`src/rtl/dac_wave_sequencer.sv`:
```
// dac_wave_sequencer
// Sequences the DDS DAC engine. An accepted command first loads a full
// waveform table into the engine, one point per write pulse. The points are
// generated internally (saw, triangle, square) or taken from an upstream
// stream. Once the engine reports the table ready, the sequencer enables
// output and steps the frequency through an optional sweep until stopped.
//
// Ports
//   clk, rst_n             clock; synchronous active-high reset (rst_n=1 resets)
//   cmd_valid/cmd_ready    command handshake (ready only while idle)
//   cmd_wave_sel           0 saw, 1 triangle, 2 square, 3 stream
//   cmd_freq_start/step/stop, cmd_dwell, cmd_amplitude   command fields
//   cmd_stop               abort a load or stop output
//   s_valid/s_data/s_ready upstream sample stream (wave_sel 3)
//   dds_enable, frequency, amplitude, wave_wr_pulse, wave_data   to engine
//   waveform_ready         engine table-loaded indication
//   busy, sweep_done, load_error   status
module dac_wave_sequencer #(
  parameter int WAVE_POINTS = 256,
  parameter int PULSE_GAP   = 1,
  parameter int ARM_TIMEOUT = 15
) (
  input  logic        clk,
  input  logic        rst_n,
  input  logic        cmd_valid,
  output logic        cmd_ready,
  input  logic [1:0]  cmd_wave_sel,
  input  logic [31:0] cmd_freq_start,
  input  logic [31:0] cmd_freq_step,
  input  logic [31:0] cmd_freq_stop,
  input  logic [15:0] cmd_dwell,
  input  logic [7:0]  cmd_amplitude,
  input  logic        cmd_stop,
  input  logic        s_valid,
  input  logic [7:0]  s_data,
  output logic        s_ready,
  output logic        dds_enable,
  output logic [31:0] frequency,
  output logic [7:0]  amplitude,
  output logic        wave_wr_pulse,
  output logic [7:0]  wave_data,
  input  logic        waveform_ready,
  output logic        busy,
  output logic        sweep_done,
  output logic        load_error
);

  localparam int IDX_W = (WAVE_POINTS > 1) ? $clog2(WAVE_POINTS) : 1;
  localparam logic [IDX_W-1:0] IDX_LAST = IDX_W'(WAVE_POINTS - 1);
  localparam logic [15:0] GAP_LAST = 16'(PULSE_GAP - 1);
  localparam logic [15:0] ARM_LAST = 16'(ARM_TIMEOUT - 1);

  typedef enum logic [2:0] {
    IDLE,
    LD_DATA,
    LD_PULSE,
    LD_GAP,
    ARM,
    RUN
  } state_t;

  state_t state, state_next;

  logic [1:0]       wave_sel_q;
  logic [31:0]      freq_start_q;
  logic [31:0]      freq_step_q;
  logic [31:0]      freq_stop_q;
  logic [15:0]      dwell_q;
  logic [IDX_W-1:0] index;
  logic [15:0]      gap_cnt;
  logic [15:0]      arm_cnt;
  logic [15:0]      dwell_cnt;
  logic [7:0]       idx8;
  logic [7:0]       gen_data;
  logic [32:0]      sweep_sum;
  logic             is_stream;
  logic             gap_done;
  logic             arm_expired;

  assign cmd_ready     = (state == IDLE);
  assign busy          = (state != IDLE);
  assign wave_wr_pulse = (state == LD_PULSE);
  assign is_stream     = (wave_sel_q == 2'd3);
  assign s_ready       = (state == LD_DATA) && is_stream;
  assign gap_done      = (gap_cnt == GAP_LAST);
  assign arm_expired   = (arm_cnt == ARM_LAST);
  assign idx8          = 8'(index);
  // One extra bit so a sum that passes 2^32 still compares above the stop bound.
  assign sweep_sum     = {1'b0, frequency} + {1'b0, freq_step_q};

  // Built-in waveforms. For the descending half of the triangle,
  // 2*(255-i) equals ~i shifted left by one, which avoids a subtractor.
  always_comb begin
    gen_data = idx8;
    case (wave_sel_q)
      2'd1:    gen_data = idx8[7] ? {~idx8[6:0], 1'b0} : {idx8[6:0], 1'b0};
      2'd2:    gen_data = idx8[7] ? 8'h00 : 8'hFF;
      default: gen_data = idx8;
    endcase
  end

  always_ff @(posedge clk) begin
    if (rst_n) state <= IDLE;
    else       state <= state_next;
  end

  // Next-state logic. A stop outside IDLE overrides every other transition.
  always_comb begin
    state_next = state;
    case (state)
      IDLE:     if (cmd_valid) state_next = LD_DATA;
      LD_DATA:  if (!is_stream || s_valid) state_next = LD_PULSE;
      LD_PULSE: state_next = LD_GAP;
      LD_GAP:   if (gap_done) state_next = (index == IDX_LAST) ? ARM : LD_DATA;
      ARM: begin
        if (waveform_ready)   state_next = RUN;
        else if (arm_expired) state_next = IDLE;
      end
      RUN:      state_next = RUN;
      default:  state_next = IDLE;
    endcase
    if (cmd_stop && state != IDLE) state_next = IDLE;
  end

  // Datapath. On a stop the engine outputs keep their values; only the
  // enable drops and the point index rewinds for the next command.
  always_ff @(posedge clk) begin
    if (rst_n) begin
      wave_sel_q   <= 2'd0;
      freq_start_q <= 32'd0;
      freq_step_q  <= 32'd0;
      freq_stop_q  <= 32'd0;
      dwell_q      <= 16'd0;
      index        <= '0;
      gap_cnt      <= 16'd0;
      arm_cnt      <= 16'd0;
      dwell_cnt    <= 16'd0;
      dds_enable   <= 1'b0;
      frequency    <= 32'd0;
      amplitude    <= 8'd0;
      wave_data    <= 8'd0;
      sweep_done   <= 1'b0;
      load_error   <= 1'b0;
    end else begin
      sweep_done <= 1'b0;
      if (cmd_stop && state != IDLE) begin
        index      <= '0;
        gap_cnt    <= 16'd0;
        arm_cnt    <= 16'd0;
        dds_enable <= 1'b0;
      end else begin
        case (state)
          IDLE: begin
            if (cmd_valid) begin
              wave_sel_q   <= cmd_wave_sel;
              freq_start_q <= cmd_freq_start;
              freq_step_q  <= cmd_freq_step;
              freq_stop_q  <= cmd_freq_stop;
              dwell_q      <= (cmd_dwell == 16'd0) ? 16'd1 : cmd_dwell;
              amplitude    <= cmd_amplitude;
              index        <= '0;
              gap_cnt      <= 16'd0;
              arm_cnt      <= 16'd0;
              load_error   <= 1'b0;
              dds_enable   <= 1'b0;
            end
          end
          LD_DATA: begin
            gap_cnt <= 16'd0;
            if (!is_stream)   wave_data <= gen_data;
            else if (s_valid) wave_data <= s_data;
          end
          LD_PULSE: gap_cnt <= 16'd0;
          LD_GAP: begin
            if (gap_done) begin
              index   <= index + IDX_W'(1);
              arm_cnt <= 16'd0;
            end else begin
              gap_cnt <= gap_cnt + 16'd1;
            end
          end
          ARM: begin
            if (waveform_ready) begin
              frequency  <= freq_start_q;
              dds_enable <= 1'b1;
              dwell_cnt  <= dwell_q;
            end else if (arm_expired) begin
              load_error <= 1'b1;
            end else begin
              arm_cnt <= arm_cnt + 16'd1;
            end
          end
          RUN: begin
            // A count of one marks the last cycle of the current dwell.
            if (dwell_cnt <= 16'd1) begin
              dwell_cnt <= dwell_q;
              if (freq_step_q != 32'd0) begin
                if (sweep_sum <= {1'b0, freq_stop_q}) begin
                  frequency <= sweep_sum[31:0];
                end else begin
                  frequency  <= freq_start_q;
                  sweep_done <= 1'b1;
                end
              end
            end else begin
              dwell_cnt <= dwell_cnt - 16'd1;
            end
          end
          default: ;
        endcase
      end
    end
  end

endmodule

```
`config.mk`:
```
export PLATFORM = sky130hd
export DESIGN_NAME = dac_wave_sequencer
export DESIGN_NICKNAME = d
export VERILOG_FILES = /design/src/rtl/dac_wave_sequencer.sv
export SDC_FILE = /design/constraint.sdc
export NUM_CORES = 1
export LEC_CHECK = 0
export CORE_MARGIN = 10
export CORE_UTILIZATION = 45
export CTS_BUF_LIST = sky130_fd_sc_hd__clkbuf_2 sky130_fd_sc_hd__clkbuf_4 sky130_fd_sc_hd__clkbuf_8
export CTS_CLUSTER_DIAMETER = 50
export CTS_CLUSTER_SIZE = 30
export DETAILED_ROUTE_END_ITERATION = 12
export DONT_BUFFER_PORTS = 1
export GPL_TIMING_DRIVEN = 1
export SLEW_MARGIN = 20
export SYNTH_ARGS = -nofsm -noshare
export SYNTH_HDL_FRONTEND = slang
export SYNTH_SLANG_ARGS = --single-unit
```
`constraint.sdc`:
```
create_clock -name clk -period 5.3 [get_ports clk]
set_clock_uncertainty 0.2 [all_clocks]
set_input_delay 0.265 -clock clk [delete_from_list [all_inputs] [get_ports clk]]
set_output_delay 0.265 -clock clk [all_outputs]
set_load 0.05 [all_outputs]
```
==> After elaboration in Yosys (flattened, before gate mapping) <==
Index checks and enable logic that the tools add are counted.
{ "totals": {"register_bits": 224, "inputBits": 136, "out_inout_bits": 55, "elab_cells": 115} }
{ "op_classes": {"n_addsub": 5, "n_lt_le_gt_ge": 2, "n_eq_ne": 22, "muxes": 38, "n_bitwise": 5, "reduce_logical": 27} }
{ "ops": {"columns": ["operator", "count"], "rows": [
  ["$mux W16", 8],
  ["$mux W32", 4],
  ["$pmux W16 S3", 2],
  ["$pmux W32 S2", 1],
  ["$mux W8", 6],
  ["$add A32 B32 Y33", 1],
  ["$le A33 B32 Y1", 1],
  ["$add A16 B1 Y16 const B", 2],
  ["$logic_not A16 Y1", 2],
  ["$pmux W16 S2", 1],
  ["$pmux W8 S2", 2],
  ["$reduce_bool A32 Y1", 1],
  ["$ne A2 B2 Y1 const B", 10],
  ["$mux W3", 6],
  ["$pmux W3 S6", 1],
  ["$reduce_and A3 Y1", 6],
  ["$eq A16 B4 Y1 const B", 1],
  ["$le A16 B1 Y1 const B", 1],
  ["$sub A16 B1 Y16 const B", 1],
  ["$reduce_and A5 Y1", 3],
  ["$reduce_bool A3 Y1", 3],
  ["$add A8 B1 Y8 const B", 1],
  ["$eq A8 B8 Y1 const B", 1],
  ["$not A7 Y7", 1],
  ["other kinds (18)", 33]
]} }

==> Longest topological paths before layout <==
{ "logic_depth": {"word_depth": 6, "mapped_depth": 21, "mapped_depth_nobuf": 20} }

==> Worst setup path after synthesis <==
Ideal clock, no wire load.
{ "synth_path": {"path_type": "register to register", "start": "register frequency[0]", "end": "register frequency[29]", "setup_ns": 0.088, "arrival_ns": 4.722, "t_required_ns": 5.012, "setup_slack_ns": 0.289, "path_stages_with_launch": 22, "path_buffers": 1, "path_cell_list": "dfxtp_1 > ha_1 > inv_1 > fa_1 > nor2b_1 > o31a_1 > o21ai_0 > o21ai_1 > a211oi_1 > o31ai_1 > xor2_1 > ha_1 > and4_1 > a21o_1 > o2bb2ai_1 > nor4bb_1 > nand3b_1 > a211oi_2 > buf_4 > nand2_1 > mux2_2 > a311oi_2"} }
{ "synth_between": {"elab_chain_cells": 6} }
{ "synth_rtl": {"columns": ["element", "line_no", "source"], "rows": [
  ["start: declaration", "38", "output logic [31:0] frequency,"],
  ["start signal: assignment", "184", "frequency <= freq_start_q;"],
  ["start signal: assignment", "199", "frequency <= sweep_sum[31:0];"],
  ["start signal: assignment", "201", "frequency <= freq_start_q;"],
  ["$add A32 B32 Y33 (*)", "89", "assign sweep_sum = {1'b0, frequency} + {1'b0, freq_step_q};"],
  ["$le A33 B32 Y1", "198", "if (sweep_sum <= {1'b0, freq_stop_q}) begin"],
  ["$mux W32 (*)", "198", null],
  ["$mux W32 (*)", "197", "if (freq_step_q != 32'd0) begin"],
  ["$mux W32 (*)", "195", "if (dwell_cnt <= 16'd1) begin"],
  ["$pmux W32 S2 (*)", "152", "case (state)"]
]} }
Every way passes the cells marked *; elsewhere a longest branch is shown, timed or not. The select of a mux whose other input is x is not followed.
A chain may end at the register's enable or synchronous reset.

==> Worst setup path after layout <==
{ "layout_path": {"start": "register frequency[4]", "end": "register frequency[29]"} }
Same word-level chain as after synthesis.

==> results by group <==
CTS
  – # clock sinks: 224
  – Worst-path clk slew: 0.09 ns
  – Clk Latency, worst-skew pair: 0.58 ns
  – Clock buffer depth: 3
  – Root Driver: clkbuf_8
  – Num CTS Buffers: 29
  – CTS tree: built
  – Htree depth: 1

STA
  – Least-Margin Pin Slew: 0.975 ns
  – Setup TNS: 0 ns
  – Final Cycle Share: 0.938
  – Finish-stage setup viols: 0
  – Fin crit period: 4.97 ns
  – Max frequency: 0.201 GHz
  – Slew Limit Fails: 0
  – Setup WS post-layout: 0.327 ns
  – Hold Vio Cnt, Final: 0
  – Min Hold Slack: 0.154 ns
  – Relative slew slack: 0.350

Yosys
  – Syn Nets: 1,733
  – Post-synthesis compound-gate area fraction: 0.214
  – Yosys warning count: 0
  – Distinct cells, synth: 73
  – Synthesis-stage register bit count: 224
  – Post-synth ARST share: 0
  – Synth Area in Simple Gates: 0.216
  – Post-Synthesis Cells: 1,521
  – Syn Area/Cell: 7.85 um^2
  – Post-synthesis mux area share: 0.0271
  – Post-synth EDFFs: 0
  – Main combinational cell family by area after synthesis: simple AND/OR/NAND/NOR gates
  – Synth Area in XOR/XNOR: 0.0418
  – Synthesized cell area: 11,900 um^2
  – Adder-Cell Fraction of Synth Area: 0.0803
  – Seq/Total Area, Yosys: 0.376
  – Main flop type after synthesis: dfxtp_1

Power and ir drop
  – Pwr dens: 326 nW/um^2
  – Max IR drop VDD: 0.438 mV
  – Pwr Total: 4.95 mW
  – LEAKAGE: 5.92 nW

Route
  – DRC: 0
  – 1st-pass router iterations: 5
  – Final WL: 36.4 mm
  – DRT iter0 DRCs: 565
  – Wirelength per Cell: 17.6 um
  – Final antenna-violating net count: 0
  – DR vias/cell: 5.48
  – Vias: 11.3k

Worst setup path
  – CP max FO: 6
  – Crit path capture type: flop
  – Slowest Stage Delay on Critical Path: 0.37 ns
  – Worst setup SP type: flop
  – CP bufs+invs: 2
  – Slowest cell on the critical path: ha_1
  – Critical Path RT: 5.58 ns
  – Critical Path AT: 5.25 ns
  – Cell mode on critical path: ha_1
  – Cells along the critical path: ha_1 -> a2111oi_2 -> o31a_1 -> a211oi_2 -> o211ai_1 -> a31oi_1 -> o21a_1 -> nor2_1 -> xnor2_1 -> ha_1 -> and4_1 -> a21o_1 -> o2bb2ai_1 -> nor4bb_1 -> nand3b_1 -> a211oi_4 -> buf_6 -> buf_12 -> nand2_1 -> mux2_2 -> a311oi_2
  – Delay-heaviest family, CP: compound AO/OA/AOI/OAI gates
  – Critical path type: reg2reg

Global route
  – Initial antenna violation count: 1
  – GRT overflow: 0
  – First-pass GRT wire length: 57.5 mm
  – Largest net degree at the start of global routing: 176
  – Met3 GRT Util: 0.0425
  – Met1 Use GR: 0.250
  – Number of global-route vias before repair: 11.0k
  – GRT busiest layer: met2
  – GRT Resource Usage Total: 0.205
  – Met2 GRT Util: 0.364

Die
  – Die X: 183 um
  – Io pins: 191
  – DIE AREA: 33,400 um^2
  – Rows: 59
  – Core area: 26,100 um^2
  – Starting Density: 0.458
  – Die Ht: 183 um

Placed design
  – GPL Wtd Cong: 0.879
  – Place WS: 0.109 ns
  – Final HPWL from detailed placement: 25.1 mm
  – Post-DP Area: 12,400 um^2
  – Placed cells: 1,819
  – I/O Buffers: 0

Cells and area
  – Most frequent cells in the layout: nand2_1, dfxtp_1, a21oi_1
  – Most common cell after layout, fill and taps aside: nand2_1
  – Final core utilization: 0.583
  – Fillcell total: 2,362
  – Final instance area: 15,200 um^2
  – Fraction of layout cells with a size suffix above 1: 0.0941
  – Nets@finish: 1,923
  – Area grow syn2layout: 27.2%
  – Layout Cells excl Fill: 2,069

Flow run
  – MaxCap Viol Count: 0

Outcome
  – Status: finished, final reports clean

Hold path
  – Hold Path Class: in2reg
cell families after synthesis:
family          Yosys count
compound gates          403
xor+xnor                 57
fa+ha+maj                76
buf+inv                 139
flops                   224
mux                      32
simple gates            590
final cells by class:
class | count | area [um^2] | area share
repair buffers | 239 | 2330 | 0.153
clock inverters | 21 | 289 | 0.0190
diodes | 2 | 5.00 | 0.000330
well taps | 335 | 419 | 0.0276
clock buffers | 31 | 420 | 0.0277
multi-input cells | 1158 | 7010 | 0.462
inverters | 59 | 221 | 0.0146
flip-flops and latches | 224 | 4490 | 0.296
worst reg2reg max path: stages, from the launching register on:
cell	delay [ns]
dfxtp_1	0.32
ha_1	0.37
a2111oi_2	0.32
o31a_1	0.31
a211oi_2	0.12
o211ai_1	0.22
a31oi_1	0.16
o21a_1	0.20
nor2_1	0.11
xnor2_1	0.15
ha_1	0.27
and4_1	0.23
a21o_1	0.19
o2bb2ai_1	0.11
nor4bb_1	0.29
nand3b_1	0.18
a211oi_4	0.32
buf_6	0.16
buf_12	0.12
nand2_1	0.05
mux2_2	0.27
a311oi_2	0.23
Yosys cell counts, types with 17 or more instances:
cell type	n	area share
xnor2_1	24	0.018
inv_1	59	0.019
nor4_1	24	0.013
clkbuf_1	66	0.021
nand3_1	20	0.0084
dfxtp_1	224	0.38
nor3_1	21	0.0088
ha_1	75	0.079
mux2i_1	29	0.024
a211oi_1	28	0.018
o21ai_0	58	0.024
a21o_1	18	0.011
xor2_1	33	0.024
a21oi_1	191	0.080
nand2_1	306	0.096
o211ai_1	17	0.011
nor2_1	131	0.041
nand4_1	22	0.012
sequential cells by signal, summed over array words and instances, names as in the netlist, 8 cells and up:
signal	cells
arm_cnt	16
freq_start_q	32
frequency	32
dwell_cnt	16
dwell_q	16
idx8	8
wave_data	8
amplitude	8
gap_cnt	16
freq_stop_q	32
freq_step_q	32
what timing repair did:
action,CTS,global route
hold buffers,176,0
buffers inserted,0,18
resized for setup,0,22
endpoints found under the hold margin,192,0
setup endpoints to repair,0,32
path summary, 6_finish.rpt:
check / endpoint / slack, ns / startpoint / depth (start not counted)
max reg2reg: frequency[29] / 0.33 / frequency[4] / 21
max: frequency[29] / 0.33 / frequency[4] / 21
min reg2reg: freq_start_q[30] / 0.26 / freq_start_q[30] / 2
min: dwell_q[6] / 0.15 / cmd_dwell[6] / 2
power by group:
group	leakage [nW]	switching [mW]	internal, mW
clock	0.355	0.776	0.784
combinational	3.74	0.814	0.512
sequential	1.82	0.210	1.85
total	5.92	1.80	3.15
metal layers:
layer / up-vias / routed length (um)
li1: 5726 / -
met1: 5273 / 15500
met2: 287 / 18100
met3: 49 / 2080
met4: 0 / 677
met5: - / 0
(Power assumes the default switching activity.)
